<file path="src/rtl/uart_rx_fifo.sv">
// uart_rx_fifo: 8N1 serial receiver with a synchronous byte FIFO.
//   clk, rst_n : clock and synchronous active-low reset
//   i_rxp      : asynchronous serial line, idle high, LSB first
//   rd_en      : pop request (ignored while empty)
//   rd_data    : popped byte, valid when rd_valid pulses
//   rd_valid   : one-cycle pulse after a successful pop
//   empty      : FIFO holds no bytes
//   frame_err  : one-cycle pulse, stop bit sampled low, byte discarded
//   overrun    : one-cycle pulse, byte arrived while FIFO full, byte dropped
module uart_rx_fifo #(
    parameter int unsigned baud_cycles = 5,
    parameter int unsigned FIFO_DEPTH  = 128
) (
    input  logic       clk,
    input  logic       rst_n,
    input  logic       i_rxp,
    input  logic       rd_en,
    output logic [7:0] rd_data,
    output logic       rd_valid,
    output logic       empty,
    output logic       frame_err,
    output logic       overrun
);

    localparam int unsigned CW = $clog2(baud_cycles);
    localparam int unsigned AW = $clog2(FIFO_DEPTH);
    localparam logic [CW-1:0] HALF = CW'(baud_cycles / 2);
    localparam logic [CW-1:0] LAST = CW'(baud_cycles - 1);

    typedef enum logic [1:0] {ST_IDLE, ST_START, ST_DATA, ST_STOP} state_t;

    logic          r_sync1, r_rx_s, r_rx_d;
    state_t        r_state, w_state_nxt;
    logic [CW-1:0] r_cnt, w_cnt_nxt, w_cnt_inc;
    logic [2:0]    r_bit, w_bit_nxt;
    logic [7:0]    r_shift, w_shift_nxt;
    logic          w_stop_ok, w_stop_bad;

    logic [7:0]    r_mem [FIFO_DEPTH];
    logic [AW:0]   r_wr_ptr, r_rd_ptr, w_wr_ptr_nxt, w_rd_ptr_nxt;
    logic          w_full, w_wr, w_rd, w_start;
    logic [7:0]    r_rd_data;
    logic          r_rd_valid, r_empty, r_frame_err, r_overrun;

    // Two-flop synchroniser plus one delay flop for edge detection
    always_ff @(posedge clk) begin
        if (!rst_n) begin
            r_sync1 <= 1'b1;
            r_rx_s  <= 1'b1;
            r_rx_d  <= 1'b1;
        end else begin
            r_sync1 <= i_rxp;
            r_rx_s  <= r_sync1;
            r_rx_d  <= r_rx_s;
        end
    end

    // Falling edge only, so a line stuck low never starts a frame
    assign w_start   = r_rx_d & ~r_rx_s;
    assign w_cnt_inc = (r_cnt == LAST) ? '0 : r_cnt + CW'(1);

    // Receive FSM state register
    always_ff @(posedge clk) begin
        if (!rst_n) begin
            r_state <= ST_IDLE;
            r_cnt   <= '0;
            r_bit   <= '0;
            r_shift <= '0;
        end else begin
            r_state <= w_state_nxt;
            r_cnt   <= w_cnt_nxt;
            r_bit   <= w_bit_nxt;
            r_shift <= w_shift_nxt;
        end
    end

    // Receive FSM next-state logic
    always_comb begin
        w_state_nxt = r_state;
        w_cnt_nxt   = (r_state == ST_IDLE) ? '0 : w_cnt_inc;
        w_bit_nxt   = r_bit;
        w_shift_nxt = r_shift;
        w_stop_ok   = 1'b0;
        w_stop_bad  = 1'b0;
        case (r_state)
            ST_IDLE: begin
                if (w_start) begin
                    w_state_nxt = ST_START;
                end
            end
            ST_START: begin
                if (r_cnt == HALF) begin
                    if (r_rx_s) begin
                        w_state_nxt = ST_IDLE;
                    end else begin
                        // Realign so later samples land mid-bit
                        w_cnt_nxt   = '0;
                        w_bit_nxt   = '0;
                        w_state_nxt = ST_DATA;
                    end
                end
            end
            ST_DATA: begin
                if (r_cnt == LAST) begin
                    w_shift_nxt = {r_rx_s, r_shift[7:1]};
                    w_bit_nxt   = r_bit + 3'd1;
                    if (r_bit == 3'd7) begin
                        w_state_nxt = ST_STOP;
                    end
                end
            end
            ST_STOP: begin
                // Return to idle mid stop bit so a back-to-back start edge is seen
                if (r_cnt == LAST) begin
                    w_state_nxt = ST_IDLE;
                    w_stop_ok   = r_rx_s;
                    w_stop_bad  = ~r_rx_s;
                end
            end
            default: w_state_nxt = ST_IDLE;
        endcase
    end

    // FIFO control; full/empty judged on pre-cycle pointers
    assign w_full = (r_wr_ptr[AW] != r_rd_ptr[AW]) &&
                    (r_wr_ptr[AW-1:0] == r_rd_ptr[AW-1:0]);
    assign w_wr   = w_stop_ok & ~w_full;
    assign w_rd   = rd_en & ~r_empty;
    assign w_wr_ptr_nxt = r_wr_ptr + (AW+1)'(w_wr);
    assign w_rd_ptr_nxt = r_rd_ptr + (AW+1)'(w_rd);

    // Storage array is not reset; the pointers define its contents
    always_ff @(posedge clk) begin
        if (w_wr) begin
            r_mem[r_wr_ptr[AW-1:0]] <= r_shift;
        end
    end

    // Pointers, read port and status pulses
    always_ff @(posedge clk) begin
        if (!rst_n) begin
            r_wr_ptr    <= '0;
            r_rd_ptr    <= '0;
            r_rd_data   <= '0;
            r_rd_valid  <= 1'b0;
            r_empty     <= 1'b1;
            r_frame_err <= 1'b0;
            r_overrun   <= 1'b0;
        end else begin
            r_wr_ptr    <= w_wr_ptr_nxt;
            r_rd_ptr    <= w_rd_ptr_nxt;
            r_rd_valid  <= w_rd;
            r_empty     <= (w_wr_ptr_nxt == w_rd_ptr_nxt);
            r_frame_err <= w_stop_bad;
            r_overrun   <= w_stop_ok & w_full;
            if (w_rd) begin
                r_rd_data <= r_mem[r_rd_ptr[AW-1:0]];
            end
        end
    end

    assign rd_data   = r_rd_data;
    assign rd_valid  = r_rd_valid;
    assign empty     = r_empty;
    assign frame_err = r_frame_err;
    assign overrun   = r_overrun;

endmodule

</file>
<file path="config.mk">
export PLATFORM = sky130hd
export DESIGN_NAME = uart_rx_fifo
export DESIGN_NICKNAME = d
export VERILOG_FILES = /design/src/rtl/uart_rx_fifo.sv
export SDC_FILE = /design/constraint.sdc
export NUM_CORES = 1
export LEC_CHECK = 0
export BUFFER_PORTS_ARGS = -buffer_cell sky130_fd_sc_hd__buf_4
export CELL_PAD_IN_SITES_DETAIL_PLACEMENT = 1
export CELL_PAD_IN_SITES_GLOBAL_PLACEMENT = 2
export CORE_ASPECT_RATIO = 1.75
export CORE_MARGIN = 2
export CORE_UTILIZATION = 35
export DETAILED_ROUTE_END_ITERATION = 12
export PLACE_DENSITY_LB_ADDON = 0.1
export SYNTH_ARGS = -nofsm -noshare
export SYNTH_HDL_FRONTEND = slang
export SYNTH_SLANG_ARGS = --single-unit
export TNS_END_PERCENT = 50
</file>
<file path="constraint.sdc">
create_clock -name clk -period 3.5 [get_ports clk]
set_clock_uncertainty 0.2 [all_clocks]
set_input_delay 0.7 -clock clk [delete_from_list [all_inputs] [get_ports clk]]
set_output_delay 0.7 -clock clk [all_outputs]
set_load 0.005 [all_outputs]
</file>
# --- Word level (Yosys, flattened, before mapping) ---
# Memories as Yosys holds them, arrays and structs flattened. A register that Yosys moved wholly into a read port is not among the register bits.
# Index checks and enable logic that the tools add are counted.
op_classes:
  addsub: 4
  n_eq_ne: 15
  mux: 20
  bitwise: 7
  n_reduce_logical: 8
ops:
  columns: ["operator", "n"]
  rows:
  - ["3-bit two-way mux", 8]
  - ["8-bit by 1-bit adder with 8-bit output", 2]
  - ["2-bit two-way mux", 6]
  - ["2-bit != test, second input constant", 6]
  - ["8-bit equality test", 1]
  - ["2-bit one-hot mux with 4 select lines", 1]
  - ["7-bit equality test", 1]
  - ["3-bit by 1-bit adder with 3-bit output, second input constant", 2]
  - ["3-bit equality test, second input constant", 2]
  - ["3-bit one-hot mux with 2 select lines", 1]
  - ["5-bit AND reduction", 1]
  - ["1-bit AND", 4]
  - ["2-bit equality test, second input constant", 2]
  - ["1-bit two-way mux", 4]
  - ["4-bit AND reduction", 1]
  - ["3-bit by 2-bit equality test with 1-bit output, second input constant", 1]
  - ["1-bit NOT", 3]
  - ["3-bit AND reduction", 1]
  - ["2-bit by 1-bit equality test with 1-bit output, second input constant", 1]
  - ["2-bit logical NOT", 1]
  - ["2-bit AND reduction", 1]
  - ["2-bit nonzero test", 1]
  - ["1-bit logical AND", 1]
  - ["1-bit logical NOT", 1]
  - ["1-bit != test", 1]
word_totals:
  reg_bits: 39
  ramBits: 1024
  inputBits: 4
  out_inout_bits: 12
  word_cells: 68
  mem_count: 1
memory_table:
  columns: ["name", "depth", "width", "read_ports", "rd_ports_with_merged_regs", "wr", "line_no", "text"]
  rows:
  - ["r_mem", 128, 8, 1, 1, 1, "39", "logic [7:0] r_mem [FIFO_DEPTH];"]

# --- Logic depth before layout (Yosys ltp) ---
# Gate-level depths: netlist of run 1.
depth:
  ltp_word: 6
  depth_mapped: 13
  ltp_nobuf: 13

# --- Worst setup path before layout of run 1 ---
# OpenSTA, ideal clock, no wires.
synth_path:
  kind: "input port to flip-flop"
  startpoint: "input rd_en"
  endpoint: "register r_empty (netlist: empty)"
  setup_time_ps: 101
  arrival_time_ps: 2677
  t_required_ps: 3199
  setup_slack_ps: 522
  path_stages: 11
  n_path_buf: 2
  cell_sequence: "nor2b_1 > clkbuf_1 > clkbuf_1 > ha_1 > ha_1 > nand3_1 > nor2_1 > xnor2_1 > xnor2_1 > nand3_1 > o41ai_1"
synth_via:
  elab_chain_cells: 3
synth_rtl:
  columns: ["item", "line_no", "text"]
  rows:
  - ["start: declaration", "17", "input logic rd_en,"]
  - ["1-bit AND", "128", "assign w_rd = rd_en & ~r_empty;"]
  - ["net w_rd", "41", "logic w_full, w_wr, w_rd, w_start;"]
  - ["8-bit by 1-bit adder with 8-bit output", "130", "assign w_rd_ptr_nxt = r_rd_ptr + (AW+1)'(w_rd);"]
  - ["8-bit equality test", "153", "r_empty <= (w_wr_ptr_nxt == w_rd_ptr_nxt);"]
  - ["end signal: assignment", "153", null]
  - ["end: declaration", "43", "logic r_rd_valid, r_empty, r_frame_err, r_overrun;"]
# The timed path passes the listed nets, and every way through them passes these cells.
# A chain may end at the register's enable or synchronous reset.

==> impl_metrics.ini, run 1 <==
[grt]
grt_first_pass_wirelength_um = 173100
grt_use_met2_pct = 36.93
gr-total-overflow = 0
first_global_vias = 23600
grt_max_degree = 79
antenna_found_initial = 2
grt_use_total_pct = 19.59
grtUsageMet1_pct = 23.22
grt_busiest_layer = met2
met3_usage_pct = 2.334

[route]
wl_per_cell_um = 29.06
ant_nets = 0
vias = 21210
drt_pass1_iterations = 5
drc = 0
routed_via_density = 5.178
totalWireLength_um = 119100
drt_iter0_drc = 1401

[floorplan]
die_y_um = 462.9
ioPinCount = 16
row_count = 168
dieArea_sq_um = 123200
start_util_pct = 35.21
core_sq_um = 119600
fp.dieW_um = 266.2

[clocking]
cts-buffers-inserted = 100
post_cts_resized = 0
clkSinkCount = 1071
clock_path_buffers = 3
clock_latency_ns = 0.71
clkTransAtPathRegs_ns = 0.06
h-tree-depth = 3
cts_tree = yes
cts_root_buffer = clkbuf_16

[setup_path]
cp_data_required_time_ns = 3.90
worst_setup_path_start_kind = flip-flop
cp_common_cell = buf_4
arrival_ns = 3.55
cp-end-kind = flip-flop
worstPathMaxFanout = 25
cpPeakStageDelay_ns = 0.39
path_cells = buf_12, buf_12, buf_4, mux2i_1, o22ai_1, o32ai_1, buf_4, a2bb2oi_1, buf_4, a21oi_1, buf_4, o221a_1
path_class = reg -> reg
crit_path_top_delay_cell = dfxtp_4

[yosys]
syn-num-nets = 2248
ys_seq_area_share_pct = 75.26
postSynthCellCount = 2235
ys_ff_latch = 1071
yosysWarnings = 0
syn_area_per_cell_sq_um = 18.84
ys.flop_type = edfxtp_1
async_reset_ff_share_pct = 0
synth_edf_count = 1024
syn_area_sq_um = 42110
yosysUniqueCellTypes = 49

[timing]
hold_violations = 0
fmaxAchievable_mhz = 317.7
setup_tns_ns = 0
period_needed_ns = 3.147
rsz0062_at_grt = no
finalSetupViolCount = 0
period_share_pct = 89.92
worst_pin_slew_ns = 0.9244
drv_slew = 0
relSlewSlack_pct = 38.37

[pwr]
seqPwrFrac_pct = 55.0
ir_drop_v = 0.0003821
static-leakage-power_uw = 0.01523
p_comb_share_pct = 0.1
p_per_area_nw_per_um2 = 511.8
power_frac_clock_pct = 44.9
swShare_pct = 19.61
p_int_uw = 20170
power_switching_uw = 4919

[placement]
port_buffers = 15
gp_congestion = 0.7768
dp_hpwl_um = 77750

[finish]
final_util_pct = 40.99
nNetsFinal = 2495
area_delta_synth_final_pct = 16.41
fill_cells = 11370
drive_above_1_share_pct = 25.53

[outcome]
status = completed

[job]
cap_violations = 0

[min_path]
hold_path_class = in -> reg
==> power by group through the flow <==
stage,logic [uW],registers [uW],clock network [uW]
final,22.4,13800,11300
after global routing,24.6,13800,12000
after CTS,23.6,13800,11600
after detailed placement,22.1,14100,0
after global placement,22.0,14100,0
after floorplan,12.7,14100,0
==> cells in the final DEF, fill, tap and decap left out, drive strengths merged, types with 47 or more instances in the layout <==
master,n
mux2i,200
edfxtp,1024
mux4,168
nor2,183
mux2,56
clkbuf,128
dfxtp,47
o22ai,48
buf,269
nand2,83
==> sequential cells by signal, summed over array words and instances (netlist names), named ones only <==
register	flops
r_sync1	1
r_wr_ptr	8
r_rd_ptr	8
r_mem	1024
overrun	1
empty	1
r_cnt	3
rd_data	8
r_rx_s	1
r_shift	8
r_rx_d	1
frame_err	1
r_state	1
rd_valid	1
r_bit	3
==> per-stage QoR <==
stage          instance area, sq um  power, uW  hold WS (ns)  setup slack (ns)  std cells
2_1_floorplan                 42110      14100        0.1863            0.5218       2235
3_3_place_gp                  45680      14110        0.1940            0.3596       3909
3_5_place_dp                  45680      14110        0.2041            0.3345       3909
4_1_cts                       49020      25420        0.1302            0.3018       4096
5_1_grt                       49020      25800        0.1558            0.1589       4097
6_report                      49020      25090        0.1865            0.3528       4097
==> cells in the mapped netlist, types with 2 or more instances <==
library cell | count | area [sq um]
buf_2 | 34 | 170.2
a2bb2oi_1 | 8 | 70.07
o221ai_1 | 8 | 70.07
edfxtp_1 | 1024 | 30750
nand4b_1 | 2 | 17.52
buf_6 | 9 | 101.4
inv_1 | 6 | 22.52
mux2_2 | 56 | 630.6
ha_1 | 9 | 112.6
inv_2 | 2 | 7.510
or4_1 | 8 | 60.06
nand2_1 | 83 | 311.6
clkbuf_1 | 51 | 191.4
a21oi_1 | 39 | 195.2
dfxtp_1 | 47 | 940.9
o22ai_1 | 48 | 300.3
and2_1 | 9 | 56.30
o32ai_1 | 8 | 70.07
or2_2 | 2 | 12.51
a22oi_1 | 8 | 60.06
mux2i_1 | 200 | 2002
a31oi_1 | 9 | 56.30
xor2_1 | 6 | 52.55
nand3_1 | 33 | 165.2
nor2_1 | 183 | 686.9
a211oi_1 | 9 | 67.56
or2_1 | 2 | 12.51
nor3_1 | 21 | 105.1
xnor2_1 | 23 | 201.4
buf_1 | 8 | 30.03
nand4_1 | 2 | 12.51
o21ai_0 | 24 | 120.1
o2bb2ai_1 | 8 | 70.07
o221a_2 | 2 | 22.52
buf_4 | 22 | 165.2
o221a_1 | 6 | 67.56
o211ai_1 | 9 | 67.56
o31a_1 | 9 | 78.83
nor2b_1 | 12 | 75.07
nand2b_1 | 10 | 62.56
mux4_2 | 168 | 3784
==> critical path: cells and delay by family, from the launching register on <==
family | cells | cell delay, ns
AOI/OAI and AO/OA | 5 | 1.01
buffers and inverters | 6 | 1.20
DFF | 1 | 0.39
muxes | 1 | 0.19
==> logic make-up after synthesis <==
kind of cell | share of synthesized area [%]
and+or+nand+nor | 3.812
adders and majority gates | 0.2674
AOI/OAI and AO/OA | 3.179
buffers and inverters | 1.646
DFF | 75.26
muxes | 15.24
xor gates and xnor gates | 0.6032
==> layer usage <==
layer / routed length (um) / vias to the layer above
met5: 0 / -
met4: 2623 / 0
met3: 3080 / 129
met2: 66200 / 278
met1: 47150 / 11360
li1: - / 9443
==> final timing paths <==
path,start,to,slack [ns],depth (start not counted)
setup / recovery,r_rd_ptr[0],rd_data[5],0.35,12
hold reg to reg,r_sync1,r_rx_s,0.22,1
setup reg to reg,r_rd_ptr[0],rd_data[5],0.35,12
hold / removal,rst_n,r_rx_s,0.19,2
==> cell type report <==
cell class	count	area, sq um	area share, %
inverter	8	30.03	0.06126
tap	1530	1914	3.905
clock buffer	128	2659	5.424
multi-input combinational	1031	9729	19.85
sequential	1071	31740	64.74
timing repair buffer	270	2280	4.650
antenna	1	2.502	0.005105
clock inverter	58	670.6	1.368
==> timing repair <==
item | CTS | global route
hold buffers | 1 | 0
buffers inserted | 0 | 0
hold endpoints to repair | 1 | 0
Power figures use the tool's default switching activity.
==> run 2: changes to the inputs <==
CORE_MARGIN = 1   (was 2)
GPL_TIMING_DRIVEN = 0   (was unset)
PLACE_DENSITY_LB_ADDON = 0.12   (was 0.1)
==> run 2 against run 1 <==
Non-clock buffer count down 124. Global-route usage up 1.2 points. Largest cell class unchanged. Final cell count down 2.9%.
==> impl_metrics.ini, run 2 (synthesized netlist as in run 1, its figures left out) <==
[outcome]
status = completed

[setup_path]
arrival_ns = 3.80
r2r_cells = 9
timing.rr.end = rd_data[2]
cp_num_buf_inv = 3
worst_setup_path_start_kind = flip-flop
worstPathMaxFanout = 10
path_cells = buf_2, nand2b_1, buf_1, clkbuf_1, o22ai_1, o32ai_1, a2bb2oi_1, a21oi_1, o221a_1
crit_family = compound AO/OA/AOI/OAI gates
cp_data_required_time_ns = 3.89
path_class = reg -> reg
r2r_setup_slack_ns = 0.09
cp-end-kind = flip-flop
reg2reg_from = r_rd_ptr[2]
crit_path_top_delay_cell = clkbuf_1
cpPeakStageDelay_ns = 0.51

[pwr]
power_switching_uw = 4998
p_int_uw = 20500
power_frac_clock_pct = 45.8
static-leakage-power_uw = 0.01451
ir_drop_v = 0.0004236
seqPwrFrac_pct = 54.2
swShare_pct = 19.60
p_per_area_nw_per_um2 = 522.8
p_comb_share_pct = 0.1

[clocking]
holdBufCountCts = 0
cts_setup_buffers = 0
h-tree-depth = 3
cts_tree = yes
clock_path_buffers = 3
clock_latency_ns = 0.71
cts_root_buffer = clkbuf_16
post_cts_resized = 224
clkSinkCount = 1071
clkTransAtPathRegs_ns = 0.07
cts-buffers-inserted = 102

[route]
wl_met2_um = 71310
wl_per_cell_um = 31.33
ant_nets = 0
drt_pass1_iterations = 6
vias = 20940
dr.max_layer_used = met4
routed_via_density = 5.263
drc = 0
wl_met3_um = 2969
totalWireLength_um = 124700
m1WireLength_um = 45040
drt_iter0_drc = 1092

[grt]
first_global_vias = 23600
antenna_found_initial = 3
grt_use_total_pct = 20.80
grt_first_pass_wirelength_um = 176800
gr-total-overflow = 0
grt_max_degree = 77

[finish]
final_area_sq_um = 48770
area_delta_synth_final_pct = 15.82
largest_reg_flops = 1024
final_common_cell = edfxtp_1
layout_common_cells = edfxtp_1, mux2i_1, mux4_2
nNetsFinal = 2373
fill_cells = 11300
drive_above_1_share_pct = 25.57

[placement]
gp_congestion = 0.8740
pre_cts_ws_ns = -1.188
dp_hpwl_um = 87860
port_buffers = 15
dpl_cell_area_sq_um = 44410

[timing]
setup_ws_ns = 0.09191
worst_pin_slew_ns = 1.128
period_needed_ns = 3.408
drv_slew = 0
period_share_pct = 97.37
finalSetupViolCount = 0
fmaxAchievable_mhz = 293.4
hold_slack_ns = 0.07976
hold_violations = 0
relSlewSlack_pct = 24.58

[job]
cap_violations = 0

[floorplan]
row_count = 168
die_y_um = 460.9
core_sq_um = 119600
start_util_pct = 35.21
fp.dieW_um = 264.2
ioPinCount = 16
dieArea_sq_um = 121800

[min_path]
whs_path_depth = 2
hold_path_class = in -> reg
min_to = r_sync1
hold_start = i_rxp
## run 2: cell types whose count changed in the layout (fill, tap and decap cells not counted), moves of 13 or more
| cell | previous run | this run |
|---|---|---|
| nor2_4 | 0 | 76 |
| buf_4 | 249 | 41 |
| buf_6 | 0 | 13 |
| clkbuf_1 | 24 | 60 |
| buf_2 | 0 | 23 |
| nor2_2 | 0 | 19 |
| nor2_1 | 183 | 88 |
| buf_12 | 20 | 1 |
## run 2: worst max-delay path by stage
stage | slack (ns) | end | cells after the start | startpoint
after floorplan | 0.52 | empty | 11 | rd_en
after global placement | -1.86 | r_mem[42][2] | 0 | r_shift[2]
after detailed placement | -1.19 | r_mem[40][2] | 8 | r_rd_ptr[1]
after CTS | -0.04 | r_mem[22][6] | 8 | r_cnt[0]
after global routing | -0.0002 | r_mem[40][7] | 9 | r_cnt[0]
final | 0.09 | rd_data[2] | 9 | r_rd_ptr[2]
## run 2: power groups by stage
stage | registers (uW) | logic, uW | clock network, uW
floorplan | 14100 | 12.7 | 0
global route | 13800 | 26.3 | 12300
global placement | 14100 | 24.5 | 0
finish | 13800 | 24.1 | 11700
CTS | 13800 | 25.1 | 11900
detailed placement | 14100 | 25.1 | 0
## run 2: per-layer routing
metal	GRT usage, %	up-vias
met5	0	-
met4	9.275	0
met3	2.149	169
met2	41.02	330
met1	21.89	11210
li1	-	9238
## run 2: through the flow
step	instances	TNS (ns)	utilization, %	power [uW]
4_1_cts	3981	-0.5512	40.74	25760
3_5_place_dp	3789	-701.66	37.13	14110
3_3_place_gp	3780	-2411.67	36.90	14120
5_1_grt	3979	-0.0001577	40.78	26130
6_report	3979	0	40.78	25500
2_1_floorplan	2235	0	-	14100
## run 2: worst reg2reg max path, stage by stage (launching register included)
cell	delay, ns
dfxtp_1	0.30
buf_2	0.22
nand2b_1	0.26
buf_1	0.42
clkbuf_1	0.51
o22ai_1	0.29
o32ai_1	0.31
a2bb2oi_1	0.34
a21oi_1	0.17
o221a_1	0.27
## run 2: layout make-up
type,count,area (sq um),area share [%]
Sequential cell,1071,31730,65.05
Tap cell,1530,1914,3.925
Inverter,8,30.03,0.06157
Timing Repair Buffer,24,352.8,0.7234
Buffer,122,750.7,1.539
Multi-Input combinational cell,1031,10490,21.51
Clock buffer,134,2786,5.713
Clock inverter,58,720.7,1.478
Antenna cell,1,2.502,0.005131
==> run 3: changes to the inputs <==
ABC_AREA = 1   (was unset)
BUFFER_PORTS_ARGS = unset   (was -buffer_cell sky130_fd_sc_hd__buf_4)
DONT_BUFFER_PORTS = 1   (was unset)
==> run 3 against run 2 <==
The flow now finishes with violations (DRC). Via count is 39% higher. Sequential cell count stayed put. Non-clock buffer count is 96 higher. Critical path depth is 4 higher. Total power is 1.4% lower. Final cell count is 44% higher. Largest power group unchanged. Highest routed layer is now met5.
==> impl_metrics.ini, run 3 <==
[pwr]
swShare_pct = 20.12
p_per_area_nw_per_um2 = 503.6
power_switching_uw = 5060
ir_drop_v = 0.0003994
p_comb_share_pct = 0.2
p_int_uw = 20090
seqPwrFrac_pct = 54.9
static-leakage-power_uw = 0.01727
power_frac_clock_pct = 44.9

[route]
wl_met3_um = 4207
wl_met2_um = 91200
drt_pass1_iterations = 9
drt_iter0_drc = 1564
wl_per_cell_um = 28.24
totalWireLength_um = 161400
ant_nets = 0
routed_via_density = 5.080
vias = 29040
dr.max_layer_used = met5
m1WireLength_um = 59060
drc = 2

[floorplan]
dieArea_sq_um = 126300
core_sq_um = 123900
fp.dieW_um = 269.1
row_count = 171
die_y_um = 469.3
ioPinCount = 16
start_util_pct = 35.26

[job]
cap_violations = 0

[yosys]
ys_ff_latch = 1071
async_reset_ff_share_pct = 0
syn-num-nets = 3881
yosysWarnings = 0
postSynthCellCount = 3868
syn_area_per_cell_sq_um = 11.29
yosysUniqueCellTypes = 29
yosysTopAreaCell = edfxtp_1
synth.top_cells.by_count = nand2_1, edfxtp_1, nand3_1
synth_edf_count = 1024
ys.flop_type = edfxtp_1
syn_area_sq_um = 43680
netlist.area_leader.share_pct = 70.39
ys_top_cells_by_area = edfxtp_1, nand2_1, nand3_1, dfxtp_1, buf_2
ys_seq_area_share_pct = 72.55
synthMostInstantiatedCell = nand2_1

[timing]
period_needed_ns = 3.444
fmaxAchievable_mhz = 290.4
setup_tns_ns = 0
period_share_pct = 98.39
finalSetupViolCount = 0
worst_pin_slew_ns = 1.154
setup_ws_ns = 0.05625
rsz0062_at_grt = yes
drv_slew = 0
hold_violations = 0
relSlewSlack_pct = 23.05

[finish]
fill_cells = 13270
layout_common_cells = nand2_1, edfxtp_1, nand3_1
nNetsFinal = 4002
final_common_cell = nand2_1
drive_above_1_share_pct = 11.23
area_delta_synth_final_pct = 14.33
final_area_sq_um = 49940
largest_reg_flops = 1024

[grt]
first_global_vias = 30680
antenna_found_initial = 5
grt_use_total_pct = 25.95
gr-total-overflow = 0
grt_first_pass_wirelength_um = 227100
grt_max_degree = 68

[setup_path]
reg2reg_from = r_rd_ptr[1]
crit_path_start = r_rd_ptr[1]
worst_setup_path_start_kind = flip-flop
arrival_ns = 3.87
cp-end-kind = flip-flop
r2r_cells = 13
r2r_setup_slack_ns = 0.06
cp_data_required_time_ns = 3.92
path_class = reg -> reg
timing.rr.end = rd_data[6]
crit_end = rd_data[6]
worstPathMaxFanout = 10

[outcome]
status = finished with violations
violations = DRC

[placement]
pre_cts_ws_ns = -1.255
dp_hpwl_um = 116200
port_buffers = 0
dpl_cell_area_sq_um = 46200
gp_congestion = 0.8814

[clocking]
clkTransAtPathRegs_ns = 0.07
clock_path_buffers = 3
h-tree-depth = 3
cts-buffers-inserted = 100
cts_root_buffer = clkbuf_16
cts_tree = yes
clkSinkCount = 1071
clock_latency_ns = 0.73

[min_path]
hold_path_class = in -> reg
[run 3: changes by cell type in the layout (fill, tap and decap cells not counted), sizes merged, moves of 25 or more]
cell and change:
o22ai -47, nor2 +31, mux2i -200, a21oi +99, buf +112, clkbuf -25, nand2 +1397, mux4 -168
inv +42, nand3 +600, mux2 -56
[run 3: worst min-delay path by stage]
stage / from / endpoint / cells past startpoint
floorplan: r_sync1 / r_rx_s / 1
global placement: r_sync1 / r_rx_s / 1
detailed placement: r_sync1 / r_rx_s / 1
CTS: rst_n / r_rx_d / 2
global route: rst_n / r_rx_d / 2
finish: rst_n / r_rx_d / 2
[run 3: worst max-delay path, stage by stage, from the launching register on]
cell and delay (ns):
dfxtp_1 0.31, buf_2 0.17, inv_1 0.08, buf_2 0.62, buf_2 0.39, nand3_1 0.14, nand3_1 0.17, nand3_1 0.15
nand3_1 0.34, nand3_1 0.15, nand3_1 0.17, nand3_1 0.27, nand2_1 0.14, inv_1 0.04
[run 3: what timing repair did]
item                                    4_1_cts  5_1_grt
resized for setup                           101       13
pin swaps                                     0        2
buffers inserted                              0        2
hold buffers                                  2        0
endpoints found under the setup margin     1027      370
hold endpoints to repair                      2        0
cloned                                        0        0
[run 3: power by group through the flow]
stage	clock network, uW	logic (uW)	registers (uW)
finish	11300	39.7	13800
global placement	0	39.4	14100
floorplan	0	22.6	14100
detailed placement	0	39.2	14100
global route	11900	44.9	13800
CTS	11500	41.6	13800
[run 3: cell families after synthesis]
kind of cell	count (synthesis)	share of synthesized area (%)
flip-flops	1071	72.55
buffers and inverters	276	3.010
AND/OR/NAND/NOR	2341	22.06
AO/OA/AOI/OAI	153	1.762
adder cells (fa/ha/maj)	9	0.2578
XOR/XNOR	18	0.3609
[run 3: area by class of cell]
class	instances	area (sq um)	share of cell area, %
Antenna cell	3	7.507	0.01503
Buffer	222	1120	2.242
Clock buffer	126	2734	5.474
Clock inverter	58	581.8	1.165
Inverter	53	201.4	0.4034
Multi-Input combinational cell	2521	11040	22.11
Sequential cell	1071	31720	63.51
Tap cell	1643	2056	4.116
Timing Repair Buffer	20	480.5	0.9620
[run 3: through the flow]
| step | hold WS (ns) | std cells | power, uW | util (%) |
|---|---|---|---|---|
| 2_1_floorplan | 0.1925 | 3868 | 14120 | - |
| 3_3_place_gp | 0.2142 | 5511 | 14140 | 36.92 |
| 3_5_place_dp | 0.2092 | 5527 | 14130 | 37.29 |
| 4_1_cts | 0.1280 | 5713 | 25320 | 40.25 |
| 5_1_grt | 0.1852 | 5715 | 25740 | 40.31 |
| 6_report | 0.1776 | 5717 | 25150 | 40.31 |
[run 3: layer usage]
layer | up-vias | GRT usage [%]
met5 | - | 0
met4 | 2 | 11.80
met3 | 210 | 2.625
met2 | 451 | 49.86
met1 | 14810 | 27.91
li1 | 13570 | -
